$ cat config.mk
export PLATFORM = sky130hd
export DESIGN_NAME = el_frame_loader
export DESIGN_NICKNAME = d
export VERILOG_FILES = /design/src/rtl/el_frame_loader.sv
export SDC_FILE = /design/constraint.sdc
export NUM_CORES = 1
export LEC_CHECK = 0
export ABC_CLOCK_PERIOD_IN_PS = 21100
export BUFFER_PORTS_ARGS = -buffer_cell sky130_fd_sc_hd__buf_2
export CAP_MARGIN = 0
export CORE_MARGIN = 4
export CORE_UTILIZATION = 45
export DETAILED_ROUTE_END_ITERATION = 8
export PLACE_DENSITY = 0.78
export SETUP_SLACK_MARGIN = 0.5
export SYNTH_ARGS = -nofsm -noshare
export SYNTH_HDL_FRONTEND = slang
export SYNTH_SLANG_ARGS = --single-unit
$ cat constraint.sdc
create_clock -name clk_50 -period 21.1 [get_ports clk_50]
set_input_delay 3.165 -clock clk_50 [delete_from_list [all_inputs] [get_ports clk_50]]
set_output_delay 3.165 -clock clk_50 [all_outputs]
set_load 0.01 [all_outputs]
$ cat src/rtl/el_frame_loader.sv
// Packs a 1-bpp byte stream into rows of a double-buffered row RAM and
// swaps display banks on the first vsync rising edge after a full frame.
module el_frame_loader #(
   parameter int H_PIXELS = 512,
   parameter int V_LINES  = 256
) (
   input  logic                       clk_50,
   input  logic                       rst,
   input  logic [7:0]                 s_data,
   input  logic                       s_valid,
   input  logic                       s_sof,
   output logic                       s_ready,
   input  logic                       disp_vs,
   output logic                       wr_en,
   output logic [$clog2(V_LINES):0]   wr_addr,
   output logic [H_PIXELS-1:0]        wr_data,
   output logic                       disp_bank,
   output logic                       frame_done,
   output logic                       sync_err
);

   localparam int ROW_BYTES = H_PIXELS / 8;
   localparam int BW        = $clog2(ROW_BYTES);
   localparam int RW        = $clog2(V_LINES);

   typedef enum logic [1:0] {IDLE, FILL, WRITE, PEND} state_t;

   state_t                 state, state_d;
   logic [RW-1:0]          row, row_d;
   logic [BW-1:0]          byte_idx, byte_d;
   logic [H_PIXELS-1:0]    data_d;
   logic [RW:0]            addr_d;
   logic                   wr_en_d;
   logic                   bank_d;
   logic                   done_d;
   logic                   err_d;
   logic                   vs_q;
   logic                   vs_rise;
   logic                   xfer;
   logic                   last_byte;
   logic                   last_row;
   logic [7:0]             pix;

   // pixel order: s_data[7] is the leftmost pixel, i.e. the lowest bit
   always_comb begin
      pix = '0;
      for (int i = 0; i < 8; i++) pix[i] = s_data[7-i];
   end

   assign s_ready   = (state == IDLE) || (state == FILL);
   assign xfer      = s_valid && s_ready;
   assign vs_rise   = disp_vs && !vs_q;
   assign last_byte = (byte_idx == BW'(ROW_BYTES - 1));
   assign last_row  = (row == RW'(V_LINES - 1));

   always_comb begin
      state_d = state;
      row_d   = row;
      byte_d  = byte_idx;
      data_d  = wr_data;
      addr_d  = wr_addr;
      wr_en_d = 1'b0;
      bank_d  = disp_bank;
      done_d  = 1'b0;
      err_d   = sync_err;
      unique case (state)
         IDLE: begin
            if (xfer && s_sof) begin
               data_d[7:0] = pix;
               row_d       = '0;
               byte_d      = BW'(1);
               state_d     = FILL;
            end
         end
         FILL: begin
            if (xfer && s_sof) begin
               err_d       = 1'b1;
               data_d[7:0] = pix;
               row_d       = '0;
               byte_d      = BW'(1);
            end else if (xfer) begin
               data_d[{byte_idx, 3'b000} +: 8] = pix;
               if (last_byte) begin
                  wr_en_d = 1'b1;
                  addr_d  = {~disp_bank, row};
                  state_d = WRITE;
               end else begin
                  byte_d = byte_idx + BW'(1);
               end
            end
         end
         WRITE: begin
            if (last_row) begin
               state_d = PEND;
            end else begin
               row_d   = row + RW'(1);
               byte_d  = '0;
               state_d = FILL;
            end
         end
         PEND: begin
            if (vs_rise) begin
               bank_d  = ~disp_bank;
               done_d  = 1'b1;
               state_d = IDLE;
            end
         end
         default: state_d = IDLE;
      endcase
   end

   always_ff @(posedge clk_50 or posedge rst) begin
      if (rst) begin
         state      <= IDLE;
         row        <= '0;
         byte_idx   <= '0;
         wr_data    <= '0;
         wr_addr    <= '0;
         wr_en      <= 1'b0;
         disp_bank  <= 1'b0;
         frame_done <= 1'b0;
         sync_err   <= 1'b0;
         vs_q       <= 1'b0;
      end else begin
         state      <= state_d;
         row        <= row_d;
         byte_idx   <= byte_d;
         wr_data    <= data_d;
         wr_addr    <= addr_d;
         wr_en      <= wr_en_d;
         disp_bank  <= bank_d;
         frame_done <= done_d;
         sync_err   <= err_d;
         vs_q       <= disp_vs;
      end
   end

endmodule

# == Word-level counts from Yosys, hierarchy flattened ==
# Index checks and enable logic that the tools add are counted.
# word_totals
input_bits,13
wordCells,77
out_inout_bits,526
register_bits,542
# op_classes
bitwise,2
muxes,27
shift,2
n_eq_ne,14
n_reduce_logical,18
n_addsub,3
# op_table
operator,count
$bwmux 512,1
$shift 8x11->512 const A,1
$shiftx 8x11->512,1
$mux 8,5
$pmux 8 s2,2
$mux 6,5
$pmux 6 s3,1
$mux 2,6
$neg 9->11,1
$ne 2x2->1 const B,5
$reduce_and 5->1,2
$reduce_and 3->1,3
$add 8x1->8 const B,1
$eq 8x8->1 const B,1
$pmux 2 s4,1
$add 6x1->6 const B,1
$eq 6x6->1 const B,1
$mux 1,6
$ne 3x2->1 const B,2
$eq 2x2->1 const B,2
$ne 2x1->1 const B,2
$reduce_and 2->1,2
$reduce_and 4->1,1
$reduce_bool 2->1,2
8 further kinds,11

# == Depth between registers and ports, before layout ==
# Gate-level depths: netlist (run 1).
# logic_depth
word_depth,6
depth_mapped,11
ltp_nobuf,7

# == Least setup slack after synthesis (run 1) ==
# Ideal clock, no wire load.
# synth_timing
kind,input-to-reg
start,input port s_sof
end,register wr_data[296]
path_buffers,1
setup_time_ns,0.125
path_slack_ns,16.136
arrival_ns,4.839
stages,6
cell_sequence,nand3b_1 > nor4b_1 > or2_1 > buf_4 > nand4_4 > mux2_2
# synth_via
elab_chain_len,3
# synth_lines
item,line,rtl
"start, declared",11,"input logic s_sof,"
$logic_and 1x1->1,76,if (xfer && s_sof) begin
$not 1->1 (no source line),-,
$reduce_and 3->1 (no source line),-,
"end signal, assigned",128,wr_data <= data_d;
"end, declared",16,"output logic [H_PIXELS-1:0] wr_data,"
# Every way passes these cells.
# A chain may end at the register's enable or synchronous reset.

==> reports/qor.txt, run 1 <==
synth warn -> 0
share of layout cells above drive strength 1 -> 0.5297
Final setup viols -> 0
Buffers on Ports -> 538
Layout area overhead -> 23.48%
CTS buffer count -> 56
P_int -> 1818 µW
register area share after synthesis -> 0.6171
status -> completed
Post-CTS Setup Repair Bufs -> 0
final wirelength -> 67.20 mm
DR iter-0 viols -> 1044
TritonRoute pass-1 iters -> 5
clock network fraction of total power -> 0.385
max-cap violations -> 0
# DRC -> 0
slew margin rel. -> 0.1845
CP required -> 21.69 ns
Initial Utilization -> 0.4574
global route total overflow -> 0
antenna violations before repair -> 2
CTS Hold Bufs -> 0
Static Leak -> 0.01490 µW
root buffer cell -> clkbuf_16
hold crit path type -> register to register
ys async rst share -> 1.000
GPL Wtd Cong -> 0.8121
fin. max-slew vios -> 0
Max IR drop VDD -> 0.07027 mV
Crit Path Class -> input pin to asynchronous set/reset pin
CP arrival -> 6.48 ns
Clock Latency Late Sink -> 0.59 ns
maximum clock frequency -> 0.1697 GHz
clk slew on worst S/H paths -> 0.06 ns
Post-Syn Nets -> 1623
# nets final -> 2148
DIE HEIGHT -> 229.0 µm
number of clock sinks -> 542
final hold viol count -> 0
Resized cells post-CTS -> 0
Reg power frac -> 0.425
Mapped Area -> 0.02198 mm²
vias -> 15230
critical-path maximum fanout -> 102
CTS tree -> yes
most common cell after layout, fill and taps aside -> dfrtp_1
critical path, cell by cell -> buf_2 -> inv_8 -> buf_4 -> buf_4 -> buf_4
Final Skew -> 0.01914 ns
CP Launch Type -> input pin
period utilisation layout -> 0.2794
first-pass GRT wire length -> 103.0 mm
RSZ-0062 raised after global routing -> no
Most used DFF post-synth -> dfrtp_1
Gate power share -> 0.190
Worst path max stage delay -> 0.93 ns
post-route cell area -> 0.02714 mm²
switching pwr -> 800.0 µW
DP Area -> 0.02524 mm²
fill count -> 3854
clock buffer depth -> 3
post-synthesis cell count -> 1601
endpoint class of the critical path -> asynchronous set/reset pin
Die ar. -> 0.05244 mm²
TNS Setup -> 0 ns
Hold WS -> 0.4720 ns
row count -> 80
Worst Tran Pin Value -> 1.222 ns
Via density -> 5.470
CP max-delay cell -> buf_4
Core Box Area -> 0.04805 mm²
sw frac -> 0.3056
pin count of the biggest net entering global routing -> 103
Ports -> 539
syn_area_per_cell -> 13.73 µm²
FF-to-FF Start -> byte_idx[0]
Wirelength per Cell -> 24.13 µm
count of flip-flops with a built-in enable after synthesis -> 0
Core Util, Final -> 0.5648
Seq cells post-synth -> 542
Final min period -> 5.894 ns
GRT Overall Usage -> 0.2520
vias in the first global route -> 16440
Power Density -> 96.46 mW/mm²
DP Wirelength -> 46.21 mm
most frequent CP cell -> buf_4
DRT antenna net count -> 0
die width -> 229.0 µm
Worst Min Path Start -> sync_err
crit path launch -> rst
commonest cells after routing, fill and taps aside -> 542 x dfrtp_1, 538 x buf_2, 427 x mux2_2
CTS HTree Levels -> 2
post-synth cell types -> 67
per-layer routing:
layer | vias up | part of all wire | track usage | wire [µm]
met3 | 145 | 0.084 | 0.07679 | 5635
met2 | 603 | 0.50 | 0.4325 | 33360
met1 | 7799 | 0.38 | 0.3034 | 25830
met5 | - | 0 | 0 | 0
met4 | 0 | 0.035 | 0.08672 | 2370
li1 | 6687 | - | - | -
area by class of cell:
cell class,count,area [µm²],share of cell area
timing repair buffer,562,2873,0.1059
clock inverter,19,216.5,0.007976
sequential,542,13560,0.4998
inverter,15,63.81,0.002351
tap,615,769.5,0.02835
antenna,1,2.502,0.00009221
multi-input combinational,949,7970,0.2937
clock buffer,82,1680,0.06192
flip-flops by register name, indices dropped and copies added (netlist names):
| signal | flops |
|---|---|
| wr_data | 512 |
| wr_addr | 9 |
| row | 8 |
| byte_idx | 6 |
| state | 2 |
| disp_bank | 1 |
| frame_done | 1 |
| sync_err | 1 |
| vs_q | 1 |
| wr_en | 1 |
logic make-up (layout without fill, tap and decap cells):
kind of cell               Yosys count  in the layout  share of synthesized area
buffers and inverters              110            678                    0.02129
DFF                                542            542                     0.6171
other                                0              1                          0
AOI/OAI and AO/OA                  165            165                    0.04646
adders and majority gates            9              9                   0.005124
xor gates and xnor gates             9              9                   0.003587
muxes                              439            439                     0.2261
and+or+nand+nor                    327            327                    0.08033
final timing paths:
kind | slack, ns | to | cells past startpoint
setup / recovery | 15.21 | wr_data[205] | 5
hold reg to reg | 0.47 | sync_err | 1
min in group asynchronous | 2.68 | wr_data[487] | 2
hold / removal | 0.47 | sync_err | 1
setup reg to reg | 16.93 | wr_data[191] | 7
max in group clk_50 | 15.76 | wr_data[208] | 6
cell usage after synthesis (5+ instances only):
cell type / count / area share
o2111ai_1: 7 / 0.0028
o31ai_1: 9 / 0.0031
nand2_1: 140 / 0.024
and2_1: 32 / 0.0091
or3_1: 13 / 0.0037
nor3_1: 19 / 0.0043
dfrtp_1: 542 / 0.62
a21oi_1: 7 / 0.0016
inv_1: 14 / 0.0024
mux2_2: 427 / 0.22
nor3_2: 10 / 0.0046
nand2b_1: 6 / 0.0017
mux2_4: 8 / 0.0055
buf_2: 20 / 0.0046
buf_1: 16 / 0.0027
clkbuf_1: 53 / 0.0091
or2_1: 6 / 0.0017
nand3_1: 13 / 0.0030
nor2_2: 15 / 0.0043
o41ai_1: 5 / 0.0020
xnor2_1: 7 / 0.0028
o21ai_0: 111 / 0.025
ha_1: 9 / 0.0051
nor2_1: 35 / 0.0060
worst max-delay path, delay by kind of cell:
| family | cells | cell delay [ns] |
|---|---|---|
| buffers and inverters | 5 | 3.19 |
metrics by stage:
stage | power [µW] | cells | worst slack, ns
finish | 2618 | 2785 | 15.21
global route | 2735 | 2784 | 14.64
CTS | 2641 | 2784 | 15.08
detailed placement | 1628 | 2683 | 14.44
global placement | 1613 | 2683 | 14.55
floorplan | 1435 | 1601 | 2.785
power groups by stage:
| stage | clock network (µW) | registers [µW] | logic, µW |
|---|---|---|---|
| finish | 1010 | 1110 | 497 |
| CTS | 1030 | 1110 | 502 |
| detailed placement | 0 | 1130 | 499 |
| global placement | 0 | 1130 | 486 |
| floorplan | 0 | 1140 | 297 |
| global route | 1080 | 1120 | 541 |
Note: power is estimated with default switching activity, not from simulation.
==> inputs of run 2 (changes only) <==
--- a/config.mk
+++ b/config.mk
@@ -5,13 +5,14 @@
 export SDC_FILE = /design/constraint.sdc
 export NUM_CORES = 1
 export LEC_CHECK = 0
-export ABC_CLOCK_PERIOD_IN_PS = 21100
+export ABC_AREA = 1
+export ABC_CLOCK_PERIOD_IN_PS = 4720
 export BUFFER_PORTS_ARGS = -buffer_cell sky130_fd_sc_hd__buf_2
 export CAP_MARGIN = 0
 export CORE_MARGIN = 4
 export CORE_UTILIZATION = 45
 export DETAILED_ROUTE_END_ITERATION = 8
-export PLACE_DENSITY = 0.78
+export PLACE_DENSITY = 0.81
 export SETUP_SLACK_MARGIN = 0.5
 export SYNTH_ARGS = -nofsm -noshare
 export SYNTH_HDL_FRONTEND = slang
==> constraint.sdc (replaced) <==
create_clock -name clk_50 -period 4.72 [get_ports clk_50]
set_input_delay 0.708 -clock clk_50 [delete_from_list [all_inputs] [get_ports clk_50]]
set_output_delay 0.708 -clock clk_50 [all_outputs]
set_load 0.01 [all_outputs]
==> run 2 against run 1 <==
Clock power rose to 4.3 times the previous value; critical endpoint is now wr_data[454]; critical path type is now register to register; largest power group unchanged; sequential power grew to 4.8 times the previous value; synthesized cell count grew 51%; register-to-register slack lost 16 ns; final cell count grew 29%; hold slack got worse by 0.21 ns; combinational power grew to 6.2 times the previous value.
==> reports/qor.txt, run 2 <==
status -> completed
reg2reg setup slack -> 1.04 ns (-15.89 ns)
pin count of the biggest net entering global routing -> 119 (+16%)
area fraction of the dominant cell type after synthesis -> 0.6273 (+0.01014)
Via density -> 5.486 (+0.30%)
die width -> 227.2 µm (-0.78%)
number of clock sinks -> 542 (unchanged)
Ports -> 539 (unchanged)
Final setup viols -> 0 (unchanged)
post-synth cell types -> 26 (-61%)
clock network fraction of total power -> 0.343 (-0.042)
Most used DFF post-synth -> dfrtp_1
final wirelength -> 74.53 mm (+11%)
Final Skew -> 0.01644 ns (-0.002699 ns)
count of flip-flops with a built-in enable after synthesis -> 0 (unchanged)
vias -> 19780 (+30%)
clk slew on worst S/H paths -> 0.06 ns (about the same)
setup ws final -> 1.036 ns (-14.17 ns)
Seq cells post-synth -> 542 (unchanged)
R2R depth -> 11 (+4)
most common cell after layout, fill and taps aside -> nand2_1
Regs by FF count -> wr_data x512, wr_addr x9, row x8
# nets final -> 2969 (+38%)
maximum clock frequency -> 0.2714 GHz
Sequential Area -> 0.01356 mm² (unchanged)
Power Density -> 477.1 mW/mm² (+390%)
Worst path max stage delay -> 0.85 ns (-0.08 ns)
P_int -> 8308 µW (+360%)
post-synthesis cell count -> 2422 (+51%)
CP Launch Type -> register
Wirelength per Cell -> 20.67 µm (-14%)
register area share after synthesis -> 0.6273 (+0.01014)
Initial Utilization -> 0.4538 (-0.003614)
DIE HEIGHT -> 227.2 µm (-0.78%)
Biggest register -> wr_data
clock buffer depth -> 3 (unchanged)
Final min period -> 3.684 ns
Max IR drop VDD -> 0.2917 mV (+320%)
first-pass GRT wire length -> 111.6 mm (+8.4%)
critical-path maximum fanout -> 16 (-84%)
top cells by count, synth -> 1022 x nand2_1, 542 x dfrtp_1, 266 x o21ai_0, 181 x nand3_1, 106 x inv_1
Post-CTS Setup Repair Bufs -> 0 (unchanged)
syn_area_per_cell -> 8.927 µm² (-35%)
Gate power share -> 0.239 (+0.049)
share of layout cells above drive strength 1 -> 0.2335 (-0.2962)
Layout area overhead -> 23.80%
DRT antenna net count -> 0 (unchanged)
Setup WS pre-CTS -> 1.116 ns (-13.32 ns)
number of flip-flops in the largest register -> 512 (unchanged)
global route total overflow -> 0 (unchanged)
most frequent CP cell -> nor2_1
most frequent cell after synthesis -> nand2_1
critical path endpoint -> wr_data[454]
largest area contributor in the netlist -> dfrtp_1
TritonRoute pass-1 iters -> 6 (+1)
Die ar. -> 0.05162 mm² (-1.6%)
FF-to-FF End -> wr_data[454]
row count -> 80 (unchanged)
DP Wirelength -> 52.93 mm (+15%)
Post-Syn Nets -> 2444 (+51%)
fin. max-slew vios -> 0 (unchanged)
Crit Path Class -> register to register
crit path launch -> byte_idx[0]
CP max-delay cell -> nor2_1
slew margin rel. -> 0.2858 (+0.1013)
switching pwr -> 4462 µW (+460%)
CTS buffer count -> 55 (-1.8%)
period utilisation layout -> 0.7806
antenna violations before repair -> 1 (-1)
max-cap violations -> 0 (unchanged)
final hold viol count -> 0 (unchanged)
Clock Latency Late Sink -> 0.59 ns (about the same)
Reg power frac -> 0.418 (-0.007)
Hold WS -> 0.2575 ns (-0.2145 ns)
CP arrival -> 4.16 ns (-2.32 ns)
Resized cells post-CTS -> 0 (unchanged)
Mapped Area -> 0.02162 mm² (-1.6%)
GRT Overall Usage -> 0.2787 (+0.02665)
Buffers on Ports -> 538 (unchanged)
GPL Wtd Cong -> 0.9333 (+15%)
Worst Tran Pin Value -> 1.067 ns (-0.1547 ns)
hold crit path type -> input pin to register
Core Box Area -> 0.04765 mm² (-0.83%)
ys async rst share -> 1.000 (unchanged)
critical path, cell by cell -> inv_2 -> ha_1 -> inv_1 -> nor2_1 -> nor2_1 -> nor2_1 -> nand3_1 -> nor2_1 -> nand2_1 -> nand2_1 -> nand2_1
root buffer cell -> clkbuf_16
# DRC -> 0 (unchanged)
CTS tree -> yes
Static Leak -> 0.01531 µW (+2.8%)
endpoint class of the critical path -> register
commonest cells after routing, fill and taps aside -> 1022 x nand2_1, 542 x dfrtp_1, 538 x buf_2
vias in the first global route -> 18570 (+13%)
DR iter-0 viols -> 2128 (+100%)
CTS HTree Levels -> 2 (unchanged)
synth top area cells -> dfrtp_1 63%, nand2_1 18%, o21ai_0 6.2%
synth warn -> 0 (unchanged)
RSZ-0062 raised after global routing -> no
CP required -> 5.20 ns (-16.49 ns)
sw frac -> 0.3494 (+0.04379)
fill count -> 4137 (+7.3%)
FF-to-FF Start -> byte_idx[0]
multi-input logic area -> 0.007216 mm² (-9.5%)
CTS Hold Bufs -> 0 (unchanged)
==> run 2: cell types whose count changed in the layout (fill, tap and decap cells not counted), moves of 9 or more <==
cell / before / now
o31ai_1: 9 / 0
o21ai_0: 111 / 266
o21ai_1: 0 / 13
mux2_2: 427 / 0
nand2_1: 140 / 1022
and2_1: 32 / 0
clkbuf_8: 16 / 4
nand3_1: 13 / 181
nor2_1: 34 / 64
inv_1: 13 / 105
nand4_1: 2 / 50
or3_1: 13 / 0
==> run 2: through the flow <==
| stage | cells | TNS [ns] | total power, µW | cell area (µm²) | util |
|---|---|---|---|---|---|
| detailed placement | 3505 | 0 | 8426 | 24980 | 0.5242 |
| CTS | 3604 | 0 | 12800 | 26770 | 0.5618 |
| floorplan | 2422 | -1821.09 | 7100 | 21630 | - |
| global route | 3604 | 0 | 13370 | 26770 | 0.5618 |
| global placement | 3505 | 0 | 8367 | 24980 | 0.5242 |
| finish | 3605 | 0 | 12770 | 26770 | 0.5618 |
==> run 2: kinds of logic after synthesis <==
family,count (synthesis),synth area share
DFF,542,0.6273
adders and majority gates,9,0.005208
and+or+nand+nor,1363,0.2582
xor gates and xnor gates,7,0.003183
AOI/OAI and AO/OA,284,0.06632
buffers and inverters,217,0.03981
==> run 2: how the worst min path moves through the flow <==
stage                 from          end  slack [ns]  cells after the start
2_1_floorplan         vs_q   frame_done        0.43                      1
3_3_place_gp      sync_err     sync_err        0.45                      2
3_5_place_dp   wr_data[15]  wr_data[15]        0.45                      2
4_1_cts            disp_vs         vs_q        0.22                      1
5_1_grt            disp_vs         vs_q        0.23                      1
6_report           disp_vs         vs_q        0.26                      1
==> run 2: final cells by class <==
class / count / share of cell area
Antenna cell: 1 / 0.00009348
Clock buffer: 73 / 0.05544
Clock inverter: 26 / 0.01136
Inverter: 112 / 0.01585
Multi-Input combinational cell: 1663 / 0.2696
Sequential cell: 542 / 0.5067
Tap cell: 615 / 0.02875
Timing Repair Buffer: 573 / 0.1123
==> run 2: worst max-delay path: cells and delay by family (launching register included) <==
family	cells	cell delay, ns
AND/OR/NAND/NOR	8	2.52
flip-flops	1	0.55
buffers and inverters	2	0.26
adder cells (fa/ha/maj)	1	0.26
==> run 2: power groups by stage <==
stage / Combinational [µW] / Sequential, µW / Clock [µW]
3_5_place_dp: 3030 / 5390 / 0
6_report: 3060 / 5330 / 4380
3_3_place_gp: 2970 / 5390 / 0
2_1_floorplan: 1580 / 5520 / 0
5_1_grt: 3350 / 5370 / 4650
4_1_cts: 3040 / 5320 / 4440
==> run 2: per-layer routing <==
metal  GRT usage  routed length (µm)
met5           0                   7
met4      0.1407                4627
met3     0.05287                6501
met2      0.4327               34160
met1      0.3791               29240
==> inputs of run 3 (changes only) <==
--- a/config.mk
+++ b/config.mk
@@ -6,13 +6,13 @@
 export NUM_CORES = 1
 export LEC_CHECK = 0
 export ABC_AREA = 1
-export ABC_CLOCK_PERIOD_IN_PS = 4720
+export ABC_CLOCK_PERIOD_IN_PS = 3600
 export BUFFER_PORTS_ARGS = -buffer_cell sky130_fd_sc_hd__buf_2
 export CAP_MARGIN = 0
 export CORE_MARGIN = 4
 export CORE_UTILIZATION = 45
 export DETAILED_ROUTE_END_ITERATION = 8
-export PLACE_DENSITY = 0.81
+export PLACE_DENSITY = 0.78
 export SETUP_SLACK_MARGIN = 0.5
 export SYNTH_ARGS = -nofsm -noshare
 export SYNTH_HDL_FRONTEND = slang
==> constraint.sdc (replaced) <==
create_clock -name clk_50 -period 3.6 [get_ports clk_50]
set_input_delay 0.54 -clock clk_50 [delete_from_list [all_inputs] [get_ports clk_50]]
set_output_delay 0.54 -clock clk_50 [all_outputs]
set_load 0.01 [all_outputs]
==> run 3 against run 2 <==
Core utilization up 0.41 points; via count is 0.37% lower; die area did not move; critical endpoint is now wr_data[348]; register-to-register slack worse by 0.43 ns; clock power increased by 29%; clock skew shrank 0.0018 ns; final cell count increased by 0.31%; non-clock buffer count increased by 15; final area increased by 0.73%; combinational power increased by 35%.
==> reports/qor.txt, run 3 (synthesized netlist as in run 2, its figures left out) <==
# nets final -> 2982 (+0.44%)
number of flip-flops in the largest register -> 512 (unchanged)
clock buffer depth -> 3 (unchanged)
Static Leak -> 0.01541 µW (+0.62%)
Regs by FF count -> wr_data x512, wr_addr x9, row x8
met2 Use GR -> 0.4318 (-0.0008694)
grt met3 use -> 0.04874 (-0.004126)
global route total overflow -> 0 (unchanged)
Core Box Area -> 0.04765 mm² (unchanged)
first-pass GRT wire length -> 109.8 mm (-1.6%)
CTS HTree Levels -> 2 (unchanged)
maximum clock frequency -> 0.3337 GHz (+23%)
DIE HEIGHT -> 227.2 µm (unchanged)
Ports -> 539 (unchanged)
Hold WS -> 0.06720 ns (-0.1903 ns)
Final setup viols -> 0 (unchanged)
Initial Utilization -> 0.4538 (unchanged)
GPL Wtd Cong -> 0.9107 (-2.4%)
final hold viol count -> 0 (unchanged)
endpoint class of the critical path -> register
pin count of the biggest net entering global routing -> 116 (-2.5%)
Die ar. -> 0.05162 mm² (unchanged)
Max IR drop VDD -> 0.4759 mV (+63%)
RSZ-0062 raised after global routing -> yes
TritonRoute pass-1 iters -> 6 (unchanged)
CP required -> 4.04 ns (-1.16 ns)
DR iter-0 viols -> 1977 (-7.1%)
period utilisation layout -> 0.8325 (+0.05194)
Crit Path Class -> register to register
vias in the first global route -> 18380 (-1.0%)
max-cap violations -> 0 (unchanged)
hold crit path type -> input pin to asynchronous set/reset pin
DP Wirelength -> 52.81 mm (-0.22%)
Biggest register -> wr_data
DRT antenna net count -> 0 (unchanged)
CTS buffer count -> 53 (-3.6%)
Via density -> 5.449 (-0.67%)
reg2reg setup slack -> 0.60 ns (-0.43 ns)
number of clock sinks -> 542 (unchanged)
FF-to-FF End -> wr_data[348]
GR Layer Usage met1 -> 0.3861 (+0.006975)
fin. max-slew vios -> 0 (unchanged)
Finished Layout Cells -> 3616 (+0.31%)
GRT Overall Usage -> 0.2749 (-0.003841)
Clock Latency Late Sink -> 0.59 ns (about the same)
root buffer cell -> clkbuf_16
slew margin rel. -> 0.4641 (+0.1783)
# DRC -> 0 (unchanged)
Final min period -> 2.997 ns (-0.6872 ns)
row count -> 80 (unchanged)
share of layout cells above drive strength 1 -> 0.2400 (+0.006477)
Wirelength per Cell -> 20.43 µm (-1.2%)
antenna violations before repair -> 2 (+1)
clk slew on worst S/H paths -> 0.06 ns (about the same)
final wirelength -> 73.89 mm (-0.87%)
Buffers on Ports -> 538 (unchanged)
placed cell count -> 3516 (+0.31%)
Worst Tran Pin Value -> 0.7977 ns (-0.2697 ns)
CP arrival -> 3.44 ns (-0.72 ns)
FF-to-FF Start -> byte_idx[1]
GRT busiest layer -> met2
commonest cells after routing, fill and taps aside -> 1019 x nand2_1, 542 x dfrtp_1, 538 x buf_2
die width -> 227.2 µm (unchanged)
vias -> 19710 (-0.37%)
CTS Hold Bufs -> 0 (unchanged)
status -> completed
most common cell after layout, fill and taps aside -> nand2_1
CTS tree -> yes
Power Density -> 619.6 mW/mm² (+30%)
critical-path maximum fanout -> 16 (unchanged)
CP Launch Type -> register
Final Skew -> 0.01465 ns (-0.001793 ns)
Layout area overhead -> 24.70%
R2R depth -> 12 (+1)
## run 3: cell types whose count changed in the layout (fill, tap and decap cells not counted), sizes merged
| cell | previous run | this run |
|---|---|---|
| bufinv | 6 | 3 |
| buf | 573 | 588 |
| clkinv | 16 | 11 |
| clkinvlp | 2 | 1 |
| inv | 114 | 111 |
| clkbuf | 73 | 81 |
## run 3: critical path, stage by stage, from the launching register on
cell and delay [ns]:
dfrtp_1 0.42, inv_1 0.10, ha_1 0.25, inv_1 0.08, nor2_1 0.06, nand2_1 0.09, nand2_2 0.14, inv_2 0.21
nand2_1 0.37, nor2_1 0.41, nand2_1 0.41, nand2_1 0.19, o21ai_0 0.11
## run 3: cell type report
cell class,count,area [µm²]
inverters,112,424.2
clock inverters,14,148.9
clock buffers,81,1612
diodes,1,2.502
well taps,615,769.5
fillers,4124,20680
flip-flops and latches,542,13560
multi-input cells,1663,7276
repair buffers,588,3168
## run 3: what timing repair did
action	CTS	global route
resized for setup	1	13
setup buffers	0	4
pin swaps	0	1
endpoints found under the setup margin	3	186
## run 3: how the worst max path moves through the flow
stage	startpoint	to	slack, ns	cells after the start
2_1_floorplan	rst	byte_idx[0]	-4.31	1
5_1_grt	byte_idx[1]	wr_data[19]	0.36	11
3_5_place_dp	byte_idx[1]	wr_data[324]	0.51	11
6_report	byte_idx[1]	wr_data[348]	0.60	12
4_1_cts	byte_idx[1]	wr_data[375]	0.59	12
3_3_place_gp	byte_idx[1]	wr_data[68]	0.61	11
## run 3: metrics by stage
stage                     utilization  area [µm²]  setup TNS, ns  worst slack (ns)  power [µW]
after floorplan                     -       21630       -2337.08            -4.312        9310
final                          0.5659       26960              0            0.6030       16710
after CTS                      0.5641       26880              0            0.5940       16640
after global placement         0.5270       25110              0            0.6057       10980
after detailed placement       0.5270       25110              0            0.5110       11030
after global routing           0.5659       26960              0            0.3595       17420
## run 3: per-layer routing
| layer | share of wire | routed length [µm] |
|---|---|---|
| met3 | 0.086 | 6349 |
| met1 | 0.40 | 29730 |
| met2 | 0.46 | 34270 |
| met4 | 0.048 | 3525 |
| met5 | 0.00018 | 13 |
## run 3: power by group
part | total (µW) | internal [µW] | leakage [µW] | switching (µW)
combinational | 4120 | 1010 | 0.00701 | 3120
sequential | 6950 | 6610 | 0.00752 | 342
clock | 5630 | 3280 | 0.000880 | 2350
